## src/rtl/io_bank.sv

```systemverilog
// Memory-mapped I/O bank: GPIO out/in, FIFO-buffered 8N1 UART transmitter and a
// 64-bit cycle counter whose upper half is snapshotted on each low-half read.
module io_bank #(
    parameter int unsigned GPIO_W         = 8,
    parameter int unsigned FIFO_DEPTH     = 8,
    parameter int unsigned FIFO_DEPTH_LOG = 3,
    parameter int unsigned CLKS_PER_BIT   = 104
) (
    input  logic              clk,
    input  logic              resetb,
    input  logic [7:0]        io_addr,
    input  logic              io_en,
    input  logic              io_we,
    input  logic [31:0]       io_data_write,
    output logic [31:0]       io_data_read,
    output logic [GPIO_W-1:0] gpio_out,
    input  logic [GPIO_W-1:0] gpio_in,
    output logic              uart_tx
);

    localparam int unsigned BaudW = (CLKS_PER_BIT > 1) ? $clog2(CLKS_PER_BIT) : 1;
    localparam logic [BaudW-1:0] BaudLast = BaudW'(CLKS_PER_BIT - 1);
    localparam logic [FIFO_DEPTH_LOG:0] FullCnt = (FIFO_DEPTH_LOG + 1)'(FIFO_DEPTH);

    localparam logic [5:0] AddrGpioOut = 6'h00;
    localparam logic [5:0] AddrGpioIn  = 6'h01;
    localparam logic [5:0] AddrTxData  = 6'h02;
    localparam logic [5:0] AddrStatus  = 6'h03;
    localparam logic [5:0] AddrCycLo   = 6'h04;
    localparam logic [5:0] AddrCycHi   = 6'h05;

    typedef enum logic [1:0] {StIdle, StStart, StData, StStop} tx_state_e;

    logic [5:0] word;
    logic       wr_en, rd_en;
    logic       unused_bits;

    assign word        = io_addr[7:2];
    assign wr_en       = io_en & io_we;
    assign rd_en       = io_en & ~io_we;
    assign unused_bits = ^{io_addr[1:0], io_data_write};

    // GPIO
    logic [GPIO_W-1:0] gpio_out_q, gpio_meta_q, gpio_sync_q;

    always_ff @(posedge clk or negedge resetb) begin
        if (!resetb) begin
            gpio_out_q  <= '0;
            gpio_meta_q <= '0;
            gpio_sync_q <= '0;
        end else begin
            if (wr_en && word == AddrGpioOut) gpio_out_q <= io_data_write[GPIO_W-1:0];
            gpio_meta_q <= gpio_in;
            gpio_sync_q <= gpio_meta_q;
        end
    end

    assign gpio_out = gpio_out_q;

    // Cycle counter and high-half snapshot
    logic [63:0] cyc_q;
    logic [31:0] snap_q;

    always_ff @(posedge clk or negedge resetb) begin
        if (!resetb) begin
            cyc_q  <= '0;
            snap_q <= '0;
        end else begin
            cyc_q <= cyc_q + 64'd1;
            if (rd_en && word == AddrCycLo) snap_q <= cyc_q[63:32];
        end
    end

    // TX FIFO
    logic [7:0]                fifo_mem [FIFO_DEPTH];
    logic [FIFO_DEPTH_LOG-1:0] wr_ptr_q, rd_ptr_q;
    logic [FIFO_DEPTH_LOG:0]   count_q, count_d;
    logic                      ovf_q, ovf_d;
    logic                      fifo_full, fifo_empty, push_req, push, pop, ovf_clr;
    tx_state_e                 state_q, state_d;

    assign fifo_full  = (count_q == FullCnt);
    assign fifo_empty = (count_q == '0);
    assign push_req   = wr_en && word == AddrTxData;
    // A full FIFO drops the byte even when a pop frees a slot this same cycle.
    assign push       = push_req && !fifo_full;
    assign pop        = (state_q == StIdle) && !fifo_empty;
    assign ovf_clr    = wr_en && word == AddrStatus && io_data_write[2];

    always_comb begin
        count_d = count_q;
        if (push && !pop)      count_d = count_q + 1'b1;
        else if (pop && !push) count_d = count_q - 1'b1;
        ovf_d = (push_req && fifo_full) || (ovf_q && !ovf_clr);
    end

    always_ff @(posedge clk or negedge resetb) begin
        if (!resetb) begin
            wr_ptr_q <= '0;
            rd_ptr_q <= '0;
            count_q  <= '0;
            ovf_q    <= 1'b0;
        end else begin
            if (push) wr_ptr_q <= wr_ptr_q + 1'b1;
            if (pop)  rd_ptr_q <= rd_ptr_q + 1'b1;
            count_q <= count_d;
            ovf_q   <= ovf_d;
        end
    end

    always_ff @(posedge clk) begin
        if (push) fifo_mem[wr_ptr_q] <= io_data_write[7:0];
    end

    // UART TX FSM
    logic [BaudW-1:0] baud_q, baud_d;
    logic [2:0]       bit_idx_q, bit_idx_d;
    logic [7:0]       shift_q, shift_d;
    logic             baud_last;

    assign baud_last = (baud_q == BaudLast);

    always_ff @(posedge clk or negedge resetb) begin
        if (!resetb) begin
            state_q   <= StIdle;
            baud_q    <= '0;
            bit_idx_q <= '0;
            shift_q   <= '0;
        end else begin
            state_q   <= state_d;
            baud_q    <= baud_d;
            bit_idx_q <= bit_idx_d;
            shift_q   <= shift_d;
        end
    end

    always_comb begin
        state_d   = state_q;
        baud_d    = baud_q;
        bit_idx_d = bit_idx_q;
        shift_d   = shift_q;
        unique case (state_q)
            StIdle: begin
                baud_d = '0;
                if (!fifo_empty) begin
                    state_d = StStart;
                    shift_d = fifo_mem[rd_ptr_q];
                end
            end
            StStart: begin
                if (baud_last) begin
                    state_d   = StData;
                    baud_d    = '0;
                    bit_idx_d = '0;
                end else begin
                    baud_d = baud_q + 1'b1;
                end
            end
            StData: begin
                if (baud_last) begin
                    baud_d = '0;
                    if (bit_idx_q == 3'd7) state_d = StStop;
                    else bit_idx_d = bit_idx_q + 3'd1;
                end else begin
                    baud_d = baud_q + 1'b1;
                end
            end
            StStop: begin
                if (baud_last) begin
                    state_d = StIdle;
                    baud_d  = '0;
                end else begin
                    baud_d = baud_q + 1'b1;
                end
            end
            default: state_d = StIdle;
        endcase
    end

    // Decoded from state so reset forces the line high without waiting for a clock
    always_comb begin
        uart_tx = 1'b1;
        unique case (state_q)
            StStart: uart_tx = 1'b0;
            StData:  uart_tx = shift_q[bit_idx_q];
            default: uart_tx = 1'b1;
        endcase
    end

    // Read mux
    always_comb begin
        io_data_read = '0;
        if (rd_en) begin
            case (word)
                AddrGpioOut: io_data_read[GPIO_W-1:0] = gpio_out_q;
                AddrGpioIn:  io_data_read[GPIO_W-1:0] = gpio_sync_q;
                AddrStatus: begin
                    io_data_read[0] = fifo_full;
                    io_data_read[1] = fifo_empty && (state_q == StIdle);
                    io_data_read[2] = ovf_q;
                    io_data_read[3 +: FIFO_DEPTH_LOG + 1] = count_q;
                end
                AddrCycLo: io_data_read = cyc_q[31:0];
                AddrCycHi: io_data_read = snap_q;
                default:   io_data_read = '0;
            endcase
        end
    end

endmodule
```

## config.mk

```make
export PLATFORM = sky130hd
export DESIGN_NAME = io_bank
export DESIGN_NICKNAME = d
export VERILOG_FILES = /design/src/rtl/io_bank.sv
export SDC_FILE = /design/constraint.sdc
export NUM_CORES = 1
export LEC_CHECK = 0
export ABC_AREA = 1
export CORE_MARGIN = 2
export CORE_UTILIZATION = 38
export CTS_CLUSTER_DIAMETER = 80
export DETAILED_ROUTE_END_ITERATION = 16
export GPL_ROUTABILITY_DRIVEN = 0
export PLACE_DENSITY_LB_ADDON = 0.05
export SYNTH_ARGS = -nofsm -noshare
export SYNTH_HDL_FRONTEND = slang
export SYNTH_SLANG_ARGS = --single-unit
```

## constraint.sdc

```tcl
create_clock -name clk -period 3.9 [get_ports clk]
set_input_delay 0.585 -clock clk [delete_from_list [all_inputs] [get_ports clk]]
set_output_delay 0.585 -clock clk [all_outputs]
set_load 0.02 [all_outputs]
```

; Word level (Yosys, flattened, before mapping)
; Memory sizes are Yosys's and may differ from the RTL's. A register that Yosys moved wholly into a read port is not among the register bits.
; Cells that the tools add are included.
[classes]
n_bitwise = 4
n_addsub = 7
n_eq_ne = 17
reduce_logical = 28
order_cmp = 1
n_mux = 23
[ops]
columns = op, count
row1 = 64-bit by 1-bit adder with 64-bit output (second input constant), 1
row2 = 24-bit case mux with 2 select lines, 1
row3 = 7-bit case mux with 5 select lines, 1
row4 = 32-bit two-way mux, 1
row5 = 7-bit case mux with 2 select lines, 1
row6 = 6-bit by 2-bit equality test with 1-bit output (second input constant), 2
row7 = 6-bit by 3-bit equality test with 1-bit output (second input constant), 2
row8 = 1-bit logical AND, 12
row9 = 2-bit != test (second input constant), 6
row10 = 2-bit two-way mux, 5
row11 = 3-bit by 1-bit adder with 3-bit output (second input constant), 3
row12 = 3-bit two-way mux, 3
row13 = 4-bit two-way mux, 2
row14 = 2-bit case mux with 4 select lines, 1
row15 = 7-bit by 1-bit adder with 7-bit output (second input constant), 1
row16 = 7-bit equality test (second input constant), 1
row17 = 7-bit two-way mux, 1
row18 = 6-bit by 1-bit equality test with 1-bit output (second input constant), 1
row19 = 1-bit logical NOT, 6
row20 = 6-bit logical NOT, 1
row21 = 3-bit case mux with 2 select lines, 1
row22 = 5-bit AND reduction, 1
row23 = 4-bit by 1-bit adder with 4-bit output (second input constant), 1
row24 = 2-bit equality test (second input constant), 2
row25 = other kinds (18), 23
[totals]
mem_count = 1
output_inout_bits = 41
word_cells = 93
ramBits = 64
in_bits = 52
register_bits = 143
[mem_list]
columns = name, depth, word_bits, read_ports, rd_clocked_by_memory_dff, write_ports, line
row1 = fifo_mem, 8, 8, 1, 1, 1, 75  ; logic [7:0] fifo_mem [FIFO_DEPTH];

; Logic depth before layout (Yosys ltp)
[logic_depth]
ltp_word = 7
depth_mapped = 14
depth_no_buf = 14

; Worst setup path before layout
; OpenSTA, ideal clock, no wires.
[synth_timing]
path_kind = input to register
from = input io_addr[7]
to = register count_q[3]
required_time_ns = 3.779
stages = 14
slack_ns = 1.531
arrival_time_ns = 2.247
n_path_buf = 0
path_cell_list = nor2_4 > nand2_1 > inv_1 > nand3_1 > inv_1 > ha_1 > inv_1 > ha_1 > a21oi_1 > nand2_1 > a21oi_1 > o21ai_0 > nand2_1 > nand2_1
[synth_between]
elab_chain_len = 6
word_cells_on_any_way = 8
[synth_rtl]
columns = element, line
row1 = start: declaration, 11  ; input logic [7:0] io_addr,
row2 = 6-bit by 2-bit equality test with 1-bit output *, 84  ; assign push_req = wr_en && word == AddrTxData;
row3 = 1-bit logical AND *, 84
row4 = 1-bit logical AND *, 86  ; assign push = push_req && !fifo_full;
row5 = net push, 79  ; logic fifo_full, fifo_empty, push_req, push, pop, ovf_clr;
row6 = 1-bit logical NOT, 93  ; else if (pop && !push) count_d = count_q - 1'b1;
row7 = 1-bit logical AND, 93
row8 = 2-bit nonzero test (no source line), -
row9 = end signal: assignment, 106  ; count_q <= count_d;
row10 = end: declaration, 77  ; logic [FIFO_DEPTH_LOG:0] count_q, count_d;
; Mark *: on every way through the listed nets, which the timed path passes. The rest lies on a longest branch.
; A chain may end at the register's enable or synchronous reset.

; Worst setup path in the final report
[layout_timing]
from = input io_addr[7]
to = output io_data_read[4]
[layout_between]
elab_chain_len = 3
word_cells_on_any_way = 7
[layout_rtl]
columns = element, line
row1 = "6-bit by 3-bit equality test with 1-bit output, or another cell as far along", 194  ; case (word)
row2 = 7-bit case mux with 5 select lines *, 194
row3 = 32-bit two-way mux *, 193  ; if (rd_en) begin
row4 = end: declaration, 15  ; output logic [31:0] io_data_read,
; Every way passes the cells marked *; elsewhere a longest branch is shown, timed or not.

==> impl_metrics.json <==
{
  "power_w": 0.00474,
  "start_util_pct": 38.6,
  "status": "complete, no violations",
  "seqPwrFrac_pct": 50.0,
  "cts_hold_buf": 0,
  "async_reset_ff_share_pct": 70.2,
  "hold_class": "in2async",
  "synthMuxAreaShare_pct": 0.109,
  "fillCellCount": 2658,
  "layout_common_cells": "nand2_1, nor2_1, dfrtp_1, inv_1, nand3_1",
  "hold_violations": 0,
  "ys_ff_latch": 215,
  "die_h_um": 169,
  "cp-end-kind": "output port",
  "vias_per_cell": 4.95,
  "cts-resized-gates": 0,
  "finalSetupTns_ps": 0,
  "dr.pass1.iters": 5,
  "min_period_ps": 3430,
  "cts_tree": "built",
  "swShare_pct": 21.6,
  "rows": 60,
  "antenna_found_initial": 0,
  "final_util_pct": 45.6,
  "layout_commonest_cell": "nand2_1",
  "grt_setup_unrepaired": "no",
  "syn_area_sq_um": 10400,
  "clock_latency_ps": 520,
  "finalSetupViolations": 0,
  "wirelength_um": 27900,
  "ir_drop_uv": 225,
  "max-clock-path-buffers": 3,
  "synthXorXnorAreaFrac_pct": 3.38,
  "power.density_nw_per_um2": 386,
  "dieWidth_um": 169,
  "htree_levels": 1,
  "drv_slew": 0,
  "path_clk_slew_ps": 60,
  "synth_top_family_by_area": "simple AND/OR/NAND/NOR gates",
  "design.core.area_sq_um": 26900,
  "fmax_mhz": 291,
  "worstPathRequired_ps": 3310,
  "slew_headroom_pct": 23.0,
  "final_antenna_net_count": 0,
  "internal_power_w": 0.00371,
  "finalCritPeriodShare_pct": 88.0,
  "synth_area_per_cell_sq_um": 8.45,
  "worstPathMaxFanout": 8,
  "first_global_vias": 7936,
  "cts_sinks": 215,
  "grt_max_degree": 89,
  "syn_inst": 1228,
  "vias": 8244,
  "drtIter0Drc": 657,
  "fp.dieArea_sq_um": 28600,
  "cts_buffers": 25,
  "ys_types": 30,
  "insertedDiodeCount": 0,
  "synth_ff_type": "dfrtp_1",
  "seq_area_frac_synth_pct": 55.0,
  "cap_violations": 0,
  "yosys.area_share.simple_pct": 27.3,
  "drc": 0,
  "combPwrFrac_pct": 3.3,
  "finalClockSkew_ps": 16.0,
  "syn_nets": 1295,
  "synth_compound_area_share_pct": 7.77,
  "crit_arrival_ps": 2850,
  "synth_edf_count": 64,
  "whs_ps": 124,
  "post_cts_buffers": 0,
  "wl_per_cell_um": 16.7,
  "grt_pass1_wl_um": 44700,
  "final_layout_size_suffix_gt1_share_pct": 6.26,
  "overflow": 0,
  "grt.total_usage_pct": 20.0,
  "placed_area_sq_um": 11500,
  "p_sw_w": 0.00102,
  "cp-start-kind": "primary input",
  "dp_hpwl_um": 20600,
  "clkPwrFrac_pct": 46.7,
  "nets": 1378,
  "area_growth_syn_to_layout_pct": 18.1,
  "tightest_slew_ps": 1160,
  "numPortBuffers": 66,
  "ioPinCount": 93,
  "cts-root-buf": "clkbuf_16",
  "synthAdderAreaFrac_pct": 1.88,
  "yosys_warnings": 0,
  "critical_path_class": "in2out",
  "p_leak_nw": 4.84,
  "final_area_sq_um": 12300
}
-- through the flow --
| stage | worst slack [ps] | std cells |
|---|---|---|
| after floorplan | 1530 | 1228 |
| after global placement | 484 | 1625 |
| after detailed placement | 455 | 1625 |
| after CTS | 440 | 1667 |
| after global routing | 270 | 1667 |
| final | 466 | 1667 |
-- cell type report --
cell class / count / area [sq um] / area share (%)
clock inverters: 7 / 60.1 / 0.490
repair buffers: 82 / 820 / 6.69
clock buffers: 35 / 703 / 5.74
multi-input cells: 896 / 4200 / 34.3
inverters: 91 / 342 / 2.79
flip-flops and latches: 215 / 5700 / 46.5
well taps: 341 / 427 / 3.48
-- power by group through the flow --
| stage | Combinational, W | Clock, W | Sequential [W] |
|---|---|---|---|
| after floorplan | 0.0000470 | 0 | 0.00241 |
| after global placement | 0.000158 | 0 | 0.00241 |
| after detailed placement | 0.000160 | 0 | 0.00241 |
| after CTS | 0.000161 | 0.00227 | 0.00237 |
| after global routing | 0.000178 | 0.00236 | 0.00237 |
| final | 0.000155 | 0.00221 | 0.00237 |
-- cell families (layout without fill, tap and decap cells) --
group | after synthesis | count (layout)
xor gates and xnor gates | 40 | 40
and+or+nand+nor | 696 | 696
buffers and inverters | 117 | 215
adders and majority gates | 15 | 15
DFF | 215 | 215
muxes | 1 | 1
AOI/OAI and AO/OA | 144 | 144
-- state kept, by name, indices dropped and copies added, names as in the netlist, 4 cells and up --
signal	flops
gpio_meta_q	8
gpio_out	8
fifo_mem	64
gpio_sync_q	8
shift_q	8
count_q	4
snap_q	32
cyc_q	64
baud_q	7
-- critical path, stage by stage --
cell             delay (ps)
clkdlybuf4s50_1         440
nor2_4                  190
nand2_1                 150
nor2_1                  440
nand2_1                 110
nand3_1                 140
nor2_1                   70
nor2_1                  110
clkdlybuf4s50_1         620
-- cell usage after synthesis (6+ instances only) --
master	instances	area share (%)
dfrtp_1	151	36
nand2_2	6	0.36
nor2_2	7	0.42
nand2_1	364	13
o21ai_0	62	3.0
o21ai_2	10	0.84
buf_2	6	0.29
ha_1	14	1.7
xor2_1	33	2.8
nor2_1	222	8.0
xnor2_1	7	0.59
nand4_1	18	1.1
buf_4	6	0.43
edfxtp_1	64	19
o21ai_1	41	2.0
o211ai_1	19	1.4
a21oi_1	12	0.58
inv_1	88	3.2
clkbuf_1	12	0.43
nand3_1	69	3.3
-- metal layers --
metal / global-route usage, % / vias to the layer above / share of wire, %
li1: - / 4142 / -
met1: 32.0 / 3866 / 51
met2: 28.2 / 199 / 41
met3: 3.24 / 37 / 6.1
met4: 4.38 / 0 / 1.7
met5: 0 / - / 0
-- worst paths after layout --
path / depth (start not counted) / end / slack, ps / start
min in group clk: 0 / gpio_sync_q[2]$_DFF_PN0_ / 350 / gpio_meta_q[2]$_DFF_PN0_
max in group asynchronous: 2 / cyc_q[21]$_DFF_PN0_ / 2900 / resetb
hold / removal: 1 / shift_q[4]$_DFFE_PN0P_ / 120 / resetb
hold reg to reg: 0 / gpio_sync_q[2]$_DFF_PN0_ / 350 / gpio_meta_q[2]$_DFF_PN0_
setup reg to reg: 12 / count_q[3]$_DFFE_PN0P_ / 1140 / state_q[0]$_DFFE_PN0P_
setup / recovery: 9 / io_data_read[4] / 470 / io_addr[7]
No activity file was read; power rests on OpenSTA's default activity.
==> edit 1: new RTL, same settings <==
`shift_q` no longer has a reset.
--- a/src/rtl/io_bank.sv
+++ b/src/rtl/io_bank.sv
@@ -126,11 +126,13 @@
             baud_q    <= '0;
             bit_idx_q <= '0;
-            shift_q   <= '0;
         end else begin
             state_q   <= state_d;
             baud_q    <= baud_d;
             bit_idx_q <= bit_idx_d;
-            shift_q   <= shift_d;
-        end
+        end
+    end
+
+    always_ff @(posedge clk) begin
+        shift_q <= shift_d;
     end
 
Check against the original RTL: same outputs for any inputs over 10 cycles, from zero or initial values and one cycle with resetb low; that may be too few to reach the edited logic, so the function may still have changed.
==> edit 1 against the original RTL <==
Setup slack got worse by 0.011 ns. Count of clock-buffer cells in the layout fell by 4. Combinational power grew 6%. Routed wire length grew 3.6%. Synthesized area increased by 1.7%. Sequential cell count did not move. Cell area grew 3.0%. Hold slack got worse by 0.080 ns. Total power grew 9.0%. Largest cell class unchanged. Largest power group is now the clock network. Highest routed layer unchanged.
==> edit 1: results (changes against the original RTL) <==
[logic_synthesis]
synth_fp_nets=1288  ; was 1295
netlist_instances=1221  ; was 1228
yosys.area_share.adder=0.0185  ; was 0.0188
ys_async_sr_fraction=0.665  ; was 0.702
ys_types=36  ; was 30
synth_edf_count=72  ; was 64
synth_area_mm2=0.0106  ; was 0.0104 mm2
synth-xor-area-share=0.0315  ; was 0.0338
seq_area_frac_synth=0.544  ; was 0.550
synth_compound_area_frac=0.0800  ; was 0.0777
synth_commonest_cells=nand2_1 (382), nor2_1 (206), dfrtp_1 (143), inv_1 (93), edfxtp_1 (72)  ; was nand2_1 (364), nor2_1 (222), dfrtp_1 (151), inv_1 (88), nand3_1 (69)
muxShareOfSynthArea=0.00759  ; was 0.00109

[layout]
final_cells=1707  ; was 1667
buf_share=0.0651  ; was 0.0669
fillCellCount=2723  ; was 2658
sh_seq_area=0.455  ; was 0.465
buffers=84  ; was 82
fin_area_mm2=0.0126  ; was 0.0123 mm2
clkCellAreaFrac=0.0738  ; was 0.0623
nets=1376  ; was 1378
multi_input_comb_area_mm2=0.00429  ; was 0.00420 mm2

[placement]
pre_cts_slack_ns=0.442  ; was 0.455 ns

[setup_path]
critPathCapture=io_data_read[0]  ; was io_data_read[4]
critPathArrivalTime_ns=2.86  ; was 2.85 ns
rrSetupSlack_ns=1.47  ; was 1.14 ns
r2r-start=count_q[1]  ; was state_q[0]

[global_routing]
grt_pass1_vias=7959  ; was 7936
grt_usage=0.203  ; was 0.200

[outcome]
status=complete, no violations  ; unchanged

[power]
total_power_mw=5.16  ; was 4.74 mW
peakVddDrop_mv=0.233  ; was 0.225 mV

[sta]
whs_ns=0.0439  ; was 0.124 ns
tightest_slew_ns=1.09  ; was 1.16 ns

[clocking]
clock_latency_ns=0.54  ; was 0.52 ns
numCtsBuffers=26  ; was 25

==> edit 1: cell types whose count changed in the layout (fill, tap and decap cells not counted), moves of 16 or more <==
cell,delta
o211ai_1,-19
nand2_1,+18
o21ai_2,+38
nor2_1,-16
o21ai_1,-35
==> edit 1: metal layers <==
| metal | up-vias | wire, um | GRT usage |
|---|---|---|---|
| met3 | 45 | 971 | 0.0231 |
| met5 | - | 0 | 0 |
| met4 | 0 | 781 | 0.0565 |
| met2 | 157 | 14700 | 0.366 |
| li1 | 4118 | - | - |
| met1 | 3840 | 12400 | 0.256 |
==> edit 1: worst reg2reg max path, stage by stage (launching register included) <==
cell	delay, ns
dfrtp_1	0.45
nor2_1	0.20
nand3_1	0.15
nand3_1	0.17
inv_1	0.14
ha_1	0.25
inv_1	0.11
ha_1	0.24
nand2_1	0.06
inv_1	0.03
o21ai_0	0.20
nand2_1	0.08
nand2_1	0.06
nand2_1	0.04
nand2_1	0.04
o21ai_0	0.06
==> edit 2: new RTL, config.mk and constraints unchanged <==
Made on the original files. Set the parameter `FIFO_DEPTH_LOG` to 4 (it was 3).
--- a/src/rtl/io_bank.sv
+++ b/src/rtl/io_bank.sv
@@ -4,5 +4,5 @@
     parameter int unsigned GPIO_W         = 8,
     parameter int unsigned FIFO_DEPTH     = 8,
-    parameter int unsigned FIFO_DEPTH_LOG = 3,
+    parameter int unsigned FIFO_DEPTH_LOG = 4,
     parameter int unsigned CLKS_PER_BIT   = 104
 ) (
Behaviour: no difference found for any inputs over 10 cycles, from zero or initial values and one cycle with resetb low; that may be too few to reach the edited logic, so the function may still have changed.
==> edit 2 against the original RTL <==
Cell area rose by 2.0%. Synthesized cell count is 1.4% higher. Utilization rose by 0.53 points. Sequential share of layout area shrank 0.71 points. Setup slack worse by 0.10 ns. Sequential cell count rose by 1. Synthesized area grew 1.6%. Routed wire length increased by 4.2%. Via count up 2.0%. Critical endpoint is now io_data_read[17]. Largest cell class unchanged.
Power is not compared: it rests on default switching activity, and its combinational part moved more than twofold at a synthesized area within 25%.
==> edit 2: results (changes against the original RTL) <==
[setup_path]
critPathArrivalTime_ns=2.95  ; was 2.85 ns
rrSetupSlack_ns=1.29  ; was 1.14 ns
cp_top_family=buffers and inverters  ; was simple AND/OR/NAND/NOR gates
critical_path_peak_fanout=23  ; was 8

[detailed_routing]
drt-wirelength-per-cell_um=16.9  ; was 16.7 um
num_vias=8412  ; was 8244
drt-initial-drc-count=560  ; was 657
finalWirelength_um=29000  ; was 27900 um

[layout]
drive_gt1_frac=0.0824  ; was 0.0626
nets=1397  ; was 1378

[placement]
pre_cts_slack_ns=0.328  ; was 0.455 ns
placed_cell_area_mm2=0.0117  ; was 0.0115 mm2
dp_cells=1673  ; was 1625
dp_hpwl_um=21400  ; was 20600 um

[sta]
tightest_slew_ns=1.11  ; was 1.16 ns
skew_ns=0.0139  ; was 0.0160 ns
finalCriticalPeriod_ns=3.54  ; was 3.43 ns
whs_ns=0.337  ; was 0.124 ns

[logic_synthesis]
synth.area.top_cells=dfrtp_1 (36%), edfxtp_1 (18%), nand2_1 (14%)  ; was dfrtp_1 (36%), edfxtp_1 (19%), nand2_1 (13%)
synth_fp_nets=1313  ; was 1295
ys_types=36  ; was 30
ys_async_sr_fraction=0.704  ; was 0.702
ys.flop_type=dfrtp_1  ; unchanged
avgSynthCellArea_um2=8.47  ; was 8.45 um2
ys.warnings.count=0  ; unchanged
seq_area_frac_synth=0.543  ; was 0.550
synth_commonest_cells=nand2_1 (386), nor2_1 (203), dfrtp_1 (152), nand3_1 (95), inv_1 (65)  ; was nand2_1 (364), nor2_1 (222), dfrtp_1 (151), inv_1 (88), nand3_1 (69)

[global_routing]
grt_max_degree=112  ; was 89
grt_pass1_vias=8146  ; was 7936
grt_usage=0.201  ; was 0.200
grt_pass1_wl_um=44900  ; was 44700 um

[clocking]
clock_latency_ns=0.52  ; about the same
post-cts-setup-buffers=0  ; unchanged
clockRootBuffer=clkbuf_16  ; unchanged

[hold_path]
min_path_type=reg2reg  ; was in2async

[outcome]
status=complete, no violations  ; unchanged

-- edit 2: cell types whose count changed after synthesis, sizes merged, moves of 2 or more --
cell,delta
nor3b,+2
o21ai,-19
nand4,+2
a21oi,-8
nand2,+30
nand3,+27
inv,-18
xor2,-15
xnor2,+12
nor2,-3
-- edit 2: area by class of cell --
| cell class | count | area (um2) |
|---|---|---|
| repair buffers | 84 | 812 |
| clock inverters | 14 | 138 |
| clock buffers | 31 | 668 |
| flip-flops and latches | 216 | 5730 |
| multi-input cells | 929 | 4420 |
| inverters | 73 | 274 |
| fillers | 2705 | 14600 |
| well taps | 372 | 465 |
-- edit 2: repair_timing --
| item | in CTS | in global routing |
|---|---|---|
| gates resized for setup | 0 | 0 |
| endpoints found under the setup margin | 0 | 0 |
| endpoints found under the hold margin | 41 | 0 |
| hold buffers | 1 | 0 |
-- edit 2: worst paths after layout --
path,from,to,cells past startpoint
max in group asynchronous,resetb,cyc_q[21],3
worst min-delay path,gpio_meta_q[5],gpio_sync_q[5],0
worst max-delay path,io_addr[4],io_data_read[17],8
min in group asynchronous,resetb,rd_ptr_q[2],2
worst max register to register,count_q[1],count_q[3],11
worst min register to register,gpio_meta_q[5],gpio_sync_q[5],0
-- edit 2: worst register-to-register path, cell delays in order, from the launching register on --
cell	delay, ns
dfrtp_1	0.45
nor2_1	0.16
nand4_1	0.15
nand2_1	0.42
ha_1	0.28
inv_1	0.11
ha_1	0.33
nand2_1	0.09
nand3_1	0.09
or2_2	0.28
nand3_1	0.06
o21ai_0	0.07
-- edit 2: kinds of logic (layout without fill, tap and decap cells) --
family / Yosys count / after routing / share of synthesized area
buffers and inverters: 100 / 202 / 0.0379
xor gates and xnor gates: 37 / 37 / 0.0307
AOI/OAI and AO/OA: 117 / 117 / 0.0599
and+or+nand+nor: 759 / 759 / 0.309
DFF: 216 / 216 / 0.543
adders and majority gates: 16 / 16 / 0.0197
-- edit 2: power breakdown --
| part | switching, mW | internal (mW) |
|---|---|---|
| registers | 0.0880 | 2.40 |
| clock network | 0.962 | 1.35 |
| logic | 0.275 | 0.171 |
| total | 1.32 | 3.92 |
-- edit 2: metal layers --
metal | vias up | routed length [um] | track usage
li1 | 4222 | - | -
met1 | 3993 | 12400 | 0.247
met2 | 143 | 14800 | 0.369
met3 | 54 | 873 | 0.0238
met4 | 0 | 933 | 0.0628
met5 | - | 0 | 0
